**config.mk**
```make
export PLATFORM = sky130hd
export DESIGN_NAME = io_bridge_fx_flat
export DESIGN_NICKNAME = d
export VERILOG_FILES = /design/src/rtl/io_bridge_fx_if.sv /design/src/rtl/io_bridge_fx.sv /design/src/flat_wrapper.sv
export SDC_FILE = /design/constraint.sdc
export NUM_CORES = 1
export LEC_CHECK = 0
export ABC_AREA = 1
export CORE_MARGIN = 2
export CORE_UTILIZATION = 45
export CTS_BUF_LIST = sky130_fd_sc_hd__clkbuf_8
export DETAILED_ROUTE_END_ITERATION = 10
export GPL_ROUTABILITY_DRIVEN = 0
export PLACE_DENSITY = 0.69
export SLEW_MARGIN = 15
export SYNTH_ARGS = -nofsm -noshare
export SYNTH_HDL_FRONTEND = slang
export SYNTH_SLANG_ARGS = --single-unit
```
**constraint.sdc**
```tcl
create_clock -name clk -period 12.25 [get_ports clk]
set_clock_uncertainty 0.15 [all_clocks]
set_input_delay 1.8375 -clock clk [delete_from_list [all_inputs] [get_ports clk]]
set_output_delay 1.8375 -clock clk [all_outputs]
set_load 0.005 [all_outputs]
```
**src/rtl/io_bridge_fx_if.sv**
```systemverilog
// Processor I/O bus plus upstream/downstream stream signals of the io_bridge_fx responder.
// The slave modport is the bridge side; master is the processor/stream side.
interface io_bridge_fx_if #(
   parameter int NUBITS = 16,
   parameter int NUIOIN = 2,
   parameter int NUIOOU = 2
);
   localparam int AIW = (NUIOIN > 1) ? $clog2(NUIOIN) : 1;
   localparam int AOW = (NUIOOU > 1) ? $clog2(NUIOOU) : 1;

   logic [NUBITS-1:0]        io_in;
   logic [NUBITS-1:0]        io_out;
   logic [AIW-1:0]           addr_in;
   logic [AOW-1:0]           addr_out;
   logic                     req_in;
   logic                     out_en;
   logic                     itr;
   logic [NUIOIN*NUBITS-1:0] in_data;
   logic [NUIOIN-1:0]        in_valid;
   logic [NUIOIN-1:0]        in_ready;
   logic [NUBITS-1:0]        out_data;
   logic [AOW-1:0]           out_addr;
   logic                     out_valid;
   logic                     out_ready;
   logic                     ovf;
   logic                     udf;

   modport slave (
      output io_in, itr, in_ready, out_data, out_addr, out_valid, ovf, udf,
      input  io_out, addr_in, addr_out, req_in, out_en, in_data, in_valid, out_ready
   );

   modport master (
      input  io_in, itr, in_ready, out_data, out_addr, out_valid, ovf, udf,
      output io_out, addr_in, addr_out, req_in, out_en, in_data, in_valid, out_ready
   );
endinterface

```
**src/rtl/io_bridge_fx.sv**
```systemverilog
// Peripheral responder: upstream streams become processor-readable input ports, processor
// writes become a tagged downstream stream through a FIFO, masked input loads raise itr.
module io_bridge_fx #(
   parameter int                NUBITS = 16,
   parameter int                NUIOIN = 2,
   parameter int                NUIOOU = 2,
   parameter int                ODEPTH = 4,
   parameter logic [NUIOIN-1:0] ITRMSK = '0
) (
   input  logic          clk,
   input  logic          rst,
   io_bridge_fx_if.slave bus
);
   localparam int AIW = (NUIOIN > 1) ? $clog2(NUIOIN) : 1;
   localparam int AOW = (NUIOOU > 1) ? $clog2(NUIOOU) : 1;
   localparam int PW  = $clog2(ODEPTH);
   localparam int CW  = PW + 1;
   localparam int EW  = AOW + NUBITS;

   logic [NUBITS-1:0] data_q [NUIOIN];
   logic [NUBITS-1:0] data_d [NUIOIN];
   logic [NUIOIN-1:0] full_q, full_d;
   logic [NUIOIN-1:0] load_s;
   logic [NUBITS-1:0] io_in_s;
   logic              hit_full_s;

   logic [EW-1:0]     mem_q [ODEPTH];
   logic [EW-1:0]     mem_d [ODEPTH];
   logic [PW-1:0]     rd_ptr_q, rd_ptr_d, wr_ptr_q, wr_ptr_d;
   logic [CW-1:0]     count_q, count_d;
   logic [EW-1:0]     last_q, last_d;
   logic              push_s, pop_s;

   logic              itr_q, itr_d, ovf_q, ovf_d, udf_q, udf_d;

   // Input holding registers: load from upstream, pop on processor read.
   always_comb begin
      data_d     = data_q;
      full_d     = full_q;
      load_s     = '0;
      io_in_s    = '0;
      hit_full_s = 1'b0;
      for (int k = 0; k < NUIOIN; k++) begin
         load_s[k] = bus.in_valid[k] & ~full_q[k];
         if (load_s[k]) begin
            data_d[k] = bus.in_data[k*NUBITS +: NUBITS];
            full_d[k] = 1'b1;
         end else begin
            data_d[k] = data_q[k];
         end
         // Out-of-range addresses never match, so they read 0 and flag udf.
         if (bus.addr_in == AIW'(k)) begin
            io_in_s    = data_q[k];
            hit_full_s = full_q[k];
            if (bus.req_in && full_q[k]) begin
               full_d[k] = 1'b0;
            end else begin
               full_d[k] = full_d[k];
            end
         end else begin
            io_in_s = io_in_s;
         end
      end
      udf_d = udf_q | (bus.req_in & ~hit_full_s);
      itr_d = |(load_s & ITRMSK);
   end

   // Output FIFO: a push into a full queue is still accepted when the head leaves this cycle.
   always_comb begin
      mem_d    = mem_q;
      rd_ptr_d = rd_ptr_q;
      wr_ptr_d = wr_ptr_q;
      last_d   = last_q;
      pop_s    = (count_q != '0) & bus.out_ready;
      push_s   = bus.out_en & ((count_q < CW'(ODEPTH)) | pop_s);
      ovf_d    = ovf_q | (bus.out_en & ~push_s);
      if (push_s) begin
         mem_d[wr_ptr_q] = {bus.addr_out, bus.io_out};
         wr_ptr_d        = wr_ptr_q + PW'(1);
      end else begin
         wr_ptr_d = wr_ptr_q;
      end
      if (pop_s) begin
         last_d   = mem_q[rd_ptr_q];
         rd_ptr_d = rd_ptr_q + PW'(1);
      end else begin
         rd_ptr_d = rd_ptr_q;
      end
      count_d = count_q + CW'(push_s) - CW'(pop_s);
   end

   // State registers.
   always_ff @(posedge clk or posedge rst) begin
      if (rst) begin
         data_q   <= '{default: '0};
         full_q   <= '0;
         mem_q    <= '{default: '0};
         rd_ptr_q <= '0;
         wr_ptr_q <= '0;
         count_q  <= '0;
         last_q   <= '0;
         itr_q    <= 1'b0;
         ovf_q    <= 1'b0;
         udf_q    <= 1'b0;
      end else begin
         data_q   <= data_d;
         full_q   <= full_d;
         mem_q    <= mem_d;
         rd_ptr_q <= rd_ptr_d;
         wr_ptr_q <= wr_ptr_d;
         count_q  <= count_d;
         last_q   <= last_d;
         itr_q    <= itr_d;
         ovf_q    <= ovf_d;
         udf_q    <= udf_d;
      end
   end

   assign bus.io_in     = io_in_s;
   assign bus.in_ready  = ~full_q;
   assign bus.out_valid = (count_q != '0);
   assign bus.out_data  = (count_q != '0) ? mem_q[rd_ptr_q][NUBITS-1:0]  : last_q[NUBITS-1:0];
   assign bus.out_addr  = (count_q != '0) ? mem_q[rd_ptr_q][EW-1:NUBITS] : last_q[EW-1:NUBITS];
   assign bus.itr       = itr_q;
   assign bus.ovf       = ovf_q;
   assign bus.udf       = udf_q;
endmodule

```
**src/flat_wrapper.sv**
```systemverilog
// flat-port wrapper written by rule: the top's interface ports become plain ports
module io_bridge_fx_flat 
#(
   parameter int                NUBITS = 16,
   parameter int                NUIOIN = 2,
   parameter int                NUIOOU = 2,
   parameter int                ODEPTH = 4,
   parameter logic [NUIOIN-1:0] ITRMSK = '0
)
  (clk, rst, bus_io_in, bus_itr, bus_in_ready, bus_out_data, bus_out_addr, bus_out_valid, bus_ovf, bus_udf, bus_io_out, bus_addr_in, bus_addr_out, bus_req_in, bus_out_en, bus_in_data, bus_in_valid, bus_out_ready);
  io_bridge_fx_if #(.NUBITS(NUBITS), .NUIOIN(NUIOIN), .NUIOOU(NUIOOU)) bus_i ();
  input  logic clk;
  input  logic rst;
  output wire logic [$bits(bus_i.io_in)-1:0] bus_io_in;
  output wire logic [$bits(bus_i.itr)-1:0] bus_itr;
  output wire logic [$bits(bus_i.in_ready)-1:0] bus_in_ready;
  output wire logic [$bits(bus_i.out_data)-1:0] bus_out_data;
  output wire logic [$bits(bus_i.out_addr)-1:0] bus_out_addr;
  output wire logic [$bits(bus_i.out_valid)-1:0] bus_out_valid;
  output wire logic [$bits(bus_i.ovf)-1:0] bus_ovf;
  output wire logic [$bits(bus_i.udf)-1:0] bus_udf;
  input wire logic [$bits(bus_i.io_out)-1:0] bus_io_out;
  input wire logic [$bits(bus_i.addr_in)-1:0] bus_addr_in;
  input wire logic [$bits(bus_i.addr_out)-1:0] bus_addr_out;
  input wire logic [$bits(bus_i.req_in)-1:0] bus_req_in;
  input wire logic [$bits(bus_i.out_en)-1:0] bus_out_en;
  input wire logic [$bits(bus_i.in_data)-1:0] bus_in_data;
  input wire logic [$bits(bus_i.in_valid)-1:0] bus_in_valid;
  input wire logic [$bits(bus_i.out_ready)-1:0] bus_out_ready;
  assign bus_io_in = bus_i.io_in;
  assign bus_itr = bus_i.itr;
  assign bus_in_ready = bus_i.in_ready;
  assign bus_out_data = bus_i.out_data;
  assign bus_out_addr = bus_i.out_addr;
  assign bus_out_valid = bus_i.out_valid;
  assign bus_ovf = bus_i.ovf;
  assign bus_udf = bus_i.udf;
  assign bus_i.io_out = bus_io_out;
  assign bus_i.addr_in = bus_addr_in;
  assign bus_i.addr_out = bus_addr_out;
  assign bus_i.req_in = bus_req_in;
  assign bus_i.out_en = bus_out_en;
  assign bus_i.in_data = bus_in_data;
  assign bus_i.in_valid = bus_in_valid;
  assign bus_i.out_ready = bus_out_ready;
  io_bridge_fx #(.NUBITS(NUBITS), .NUIOIN(NUIOIN), .NUIOOU(NUIOOU), .ODEPTH(ODEPTH), .ITRMSK(ITRMSK)) u_core (.clk(clk), .rst(rst), .bus(bus_i));
endmodule
```
After elaboration in Yosys (flattened, before gate mapping)
Index checks and enable logic that the tools add are counted.

Word-level logic and storage cells: 57. Input bits: 57. Flip-flop bits (word level): 128.

Bitwise gates (word level): 16. $lt $le $gt $ge: 4. Reductions and logical operators: 4. Mux-type cells: 16. Add/sub/neg operators: 4.

Operators with widths (count): $bwmux 68 (1); $mux 17 (3); $bmux 17 s2 (1); $demux 17 s2 (1); $mux 16 (2); $mux 1 (8); $and 1x1->1 (6); $ge 3x3->1 const B (2); $not 2->3 (2); $add 2x1->2 const B (2); $not 1->1 (4); $add 3x1->3 (1); $logic_and 1x1->1 (3); $lt 3x1->1 const B (1); $lt 3x3->1 const B (1); $or 1x1->1 (3); $reduce_bool 3->1 (1); $sub 3x1->3 (1); $not 2->2 (1).

Depth between registers and ports, before layout
Word-level depth: 7. Depth in mapped cells: 10. Gate-level depth less buffers: 9.

Worst setup path after synthesis
No wires, ideal clock.

Kind: in2out. Start point: in bus_addr_in. End point: out bus_io_in[10]. Cell stages on the path: 4. Slack: 7.962 ns. Buffers on the path: 1. Data arrival time: 2.301 ns. Path through: inv_1 > clkbuf_1 > nand2_1 > nand2_1.

Cells in the longest elaborated chain, start to end: 1.

Ends and longest elaborated chain: start: declaration (RTL line flat_wrapper.sv:23) `input wire logic [$bits(bus_i.addr_in)-1:0] bus_addr_in;`; $mux 16 (RTL line io_bridge_fx.sv:52) `if (bus.addr_in == AIW'(k)) begin`; end: declaration (RTL line flat_wrapper.sv:14) `output wire logic [$bits(bus_i.io_in)-1:0] bus_io_in;`.

No other way between the ends.

Worst setup path in the final report
Ends and elaborated chain as after synthesis.

==> out/results.ini <==
[detailed_routing]
drt-total-wl_mm = 15.9
drc_errors = 0
drt_iter0_markers = 512
routed_wire_length_per_instance_um = 15.3
vias = 5371
antenna_violating_nets_post_route = 0
viasPerCell = 5.16
tritonroute_pass_1_iters = 5

[clock_tree]
htree_num_levels = 4
clkTransAtPathRegs_ns = 0.07
tritoncts = yes
cts-resized-gates = 0
postCtsSetupBuffers = 0
tritoncts_num_sinks = 128
ctsRootBufferMaster = sky130_fd_sc_hd__clkbuf_8
clock_insertion_delay_worst_skew_ns = 0.43
clockBufferDepth = 2
hold_buffers = 0
cts_buffers = 17

[timing]
clock.fmax_mhz = 172
timing.slew.headroom_pct = 35.4
setup-tns-final_ns = 0
rsz0062_at_grt = no
timing.final.crit_period_ns = 5.83
maxSlewViolCount = 0
hold_viol_final = 0
layout_setup_ws_ns = 6.42
setup_viol = 0
worst_pin_slew_ns = 0.969
final_min_period_over_clock_period_pct = 47.6
whs_ns = 0.327

[floorplanning]
io_pins = 96
core_region_area_um2 = 13300
overall_die_area_um2 = 14700
die_width_um = 121
std_cell_rows = 42
initial_core_util_pct = 46.3
die_h_um = 121

[pwr]
sequentialPowerShare_pct = 38.1
power_per_cell_area_nw_per_um2 = 250
pwr-share-clk_pct = 18.2
power_leakage_nw = 3.78
power_w = 0.00186
power.share.switching_pct = 40.2
vdd_ir_drop_max_mv = 0.0924
cellInternalPower_w = 0.00112
power.share.combinational_pct = 43.7
net_load_switching_power_w = 0.000748

[hold_path]
hold_path.class = flip-flop to flip-flop
holdCritStartpoint = u_core.data_q[13]$_DFFE_PP0P_

[final_layout]
layout.core_utilization_pct = 55.9
register_area_um2 = 3200
antenna_cells_inserted = 0
fillers = 1242
drive_above_1_share_pct = 6.02
multi_input_comb_area_um2 = 2600
synthToLayoutAreaGrowth_pct = 20.6
design.final.nets = 916

[setup_path]
critPathCaptureType = output pin
worstSetupStartpointType = input pin
worst-endpoint-arrival_ns = 3.84
largest_fanout_of_any_net_on_the_critical_path = 23
timing.setup.critical_path_class = input pin to output pin
worstSetupStartpoint = bus_addr_in
worst_reg2reg_path_startpoint = u_core.rd_ptr_q[1]$_DFFE_PP0P_
timing.critical_path.required_ns = 10.26

[yosys]
syn-num-nets = 844
post_synth_num_cell_types = 27
synth.avg_cell_area_um2 = 7.93
post_synth_inst_count = 780
synth_area_um2 = 6180
synth_sequential_area_ratio_pct = 51.8
synth_warnings = 0
yosys_register_bits = 128

[run]
max_cap_violations = 0

[run_status]
run_status = complete, no violations

[placement]
detailedPlacementHpwl_mm = 10.0
dpl_worst_slack_ns = 6.41
port_buffers = 94

[grt]
global_route_wire_length_before_repair_mm = 25.8
grt_overflow_total = 0
maximum_number_of_pins_on_one_net_before_global_route_repair = 79
grt_pass1_vias = 5089
grt_usage_pct = 22.7
initial_antenna_violation_count = 0

[logic make-up after synthesis]
family	count (synthesis)	synth area share, %
compound gates	83	6.96
xor+xnor	5	0.708
fa+ha+maj	7	1.54
buf+inv	71	6.21
flops	128	51.8
other cells	1	0.0606
simple gates	485	32.7
[metrics by stage]
step | cells | cell area (µm²)
after floorplan | 780 | 6180
after global placement | 1009 | 7090
after detailed placement | 1009 | 7090
after CTS | 1040 | 7460
after global routing | 1040 | 7460
final | 1040 | 7460
[power groups by stage]
stage                     Combinational, W  Clock, W  Sequential, W
final                             0.000815  0.000339       0.000709
after global routing              0.000909  0.000364       0.000729
after CTS                         0.000815  0.000346       0.000706
after detailed placement          0.000813         0       0.000711
after global placement            0.000791         0       0.000707
after floorplan                   0.000535         0       0.000674
[synthesized netlist by cell type]
cell type                  count  area [µm²]
sky130_fd_sc_hd__a31o_2        1        8.76
sky130_fd_sc_hd__o21ai_1      60         300
sky130_fd_sc_hd__nand3_1      96         480
sky130_fd_sc_hd__a21oi_4       1        16.3
sky130_fd_sc_hd__clkbuf_1      7        26.3
sky130_fd_sc_hd__a21oi_1       5        25.0
sky130_fd_sc_hd__nor2_8        4        80.1
sky130_fd_sc_hd__dfrtp_1     128        3200
sky130_fd_sc_hd__nand2_1     375        1410
sky130_fd_sc_hd__buf_12        1        20.0
sky130_fd_sc_hd__clkinv_1      1        3.75
sky130_fd_sc_hd__buf_4         8        60.1
sky130_fd_sc_hd__ha_1          6        75.1
sky130_fd_sc_hd__xor2_1        3        26.3
sky130_fd_sc_hd__clkbuf_2      1        5.00
sky130_fd_sc_hd__buf_2        14        70.1
sky130_fd_sc_hd__nor2_4        1        11.3
sky130_fd_sc_hd__nor2_1        5        18.8
sky130_fd_sc_hd__fa_1          1        20.0
sky130_fd_sc_hd__buf_1         7        26.3
sky130_fd_sc_hd__xnor2_1       2        17.5
sky130_fd_sc_hd__conb_1        1        3.75
sky130_fd_sc_hd__inv_2         8        30.0
sky130_fd_sc_hd__o21ai_0      16        80.1
sky130_fd_sc_hd__inv_1        17        63.8
sky130_fd_sc_hd__nand2_2       4        25.0
sky130_fd_sc_hd__buf_6         7        78.8
[path summary, 6_finish.rpt]
| kind | cells past startpoint | slack [ns] | to |
|---|---|---|---|
| max in group asynchronous | 3 | 8.83 | u_core.last_q[4]$_DFFE_PP0P_ |
| worst max register to register | 4 | 9.65 | u_core.last_q[11]$_DFFE_PP0P_ |
| worst min register to register | 2 | 0.33 | u_core.data_q[13]$_DFFE_PP0P_ |
| min in group asynchronous | 2 | 1.70 | u_core.data_q[2]$_DFFE_PP0P_ |
| worst min-delay path | 2 | 0.33 | u_core.data_q[13]$_DFFE_PP0P_ |
| worst max-delay path | 5 | 6.42 | bus_io_in[10] |
[state kept, by name (all words and copies together), names as in the netlist]
register / cells
u_core.last_q: 17
u_core.count_q: 3
u_core.data_q: 32
u_core.mem_q: 68
u_core.rd_ptr_q: 2
u_core.bus.ovf: 1
u_core.bus.udf: 1
u_core.full_q: 2
u_core.wr_ptr_q: 2
[placed cells by master, fill, tap and decap left out, drive strengths merged]
cell type / instances
xnor2: 2
bufinv: 1
dfrtp: 128
nand2: 379
ha: 6
clkbuf: 22
o21ai: 76
inv: 28
clkdlybuf4s50: 94
fa: 1
clkinv: 6
nand3: 96
a31o: 1
xor2: 3
nor2: 10
buf: 4
a21oi: 6
conb: 1
[layout make-up]
type / count / area share, %
tap: 176 / 2.95
sequential: 128 / 42.9
clock inverter: 9 / 0.889
timing repair buffer: 98 / 13.0
multi-input combinational: 581 / 34.8
clock buffer: 22 / 4.06
inverter: 26 / 1.34
[critical path, cell delays in order]
cell	delay [ns]
sky130_fd_sc_hd__clkdlybuf4s50_1	0.97
sky130_fd_sc_hd__inv_1	0.37
sky130_fd_sc_hd__nand2_1	0.15
sky130_fd_sc_hd__nand2_1	0.06
sky130_fd_sc_hd__clkdlybuf4s50_1	0.44
[metal layers]
metal	track usage [%]	share of wire (%)	wire length, µm
met5	0	0	0
met1	30.6	44	6960
met2	35.1	46	7310
met3	6.20	8.7	1390
met4	8.62	1.6	251
Power figures use the tool's default switching activity.
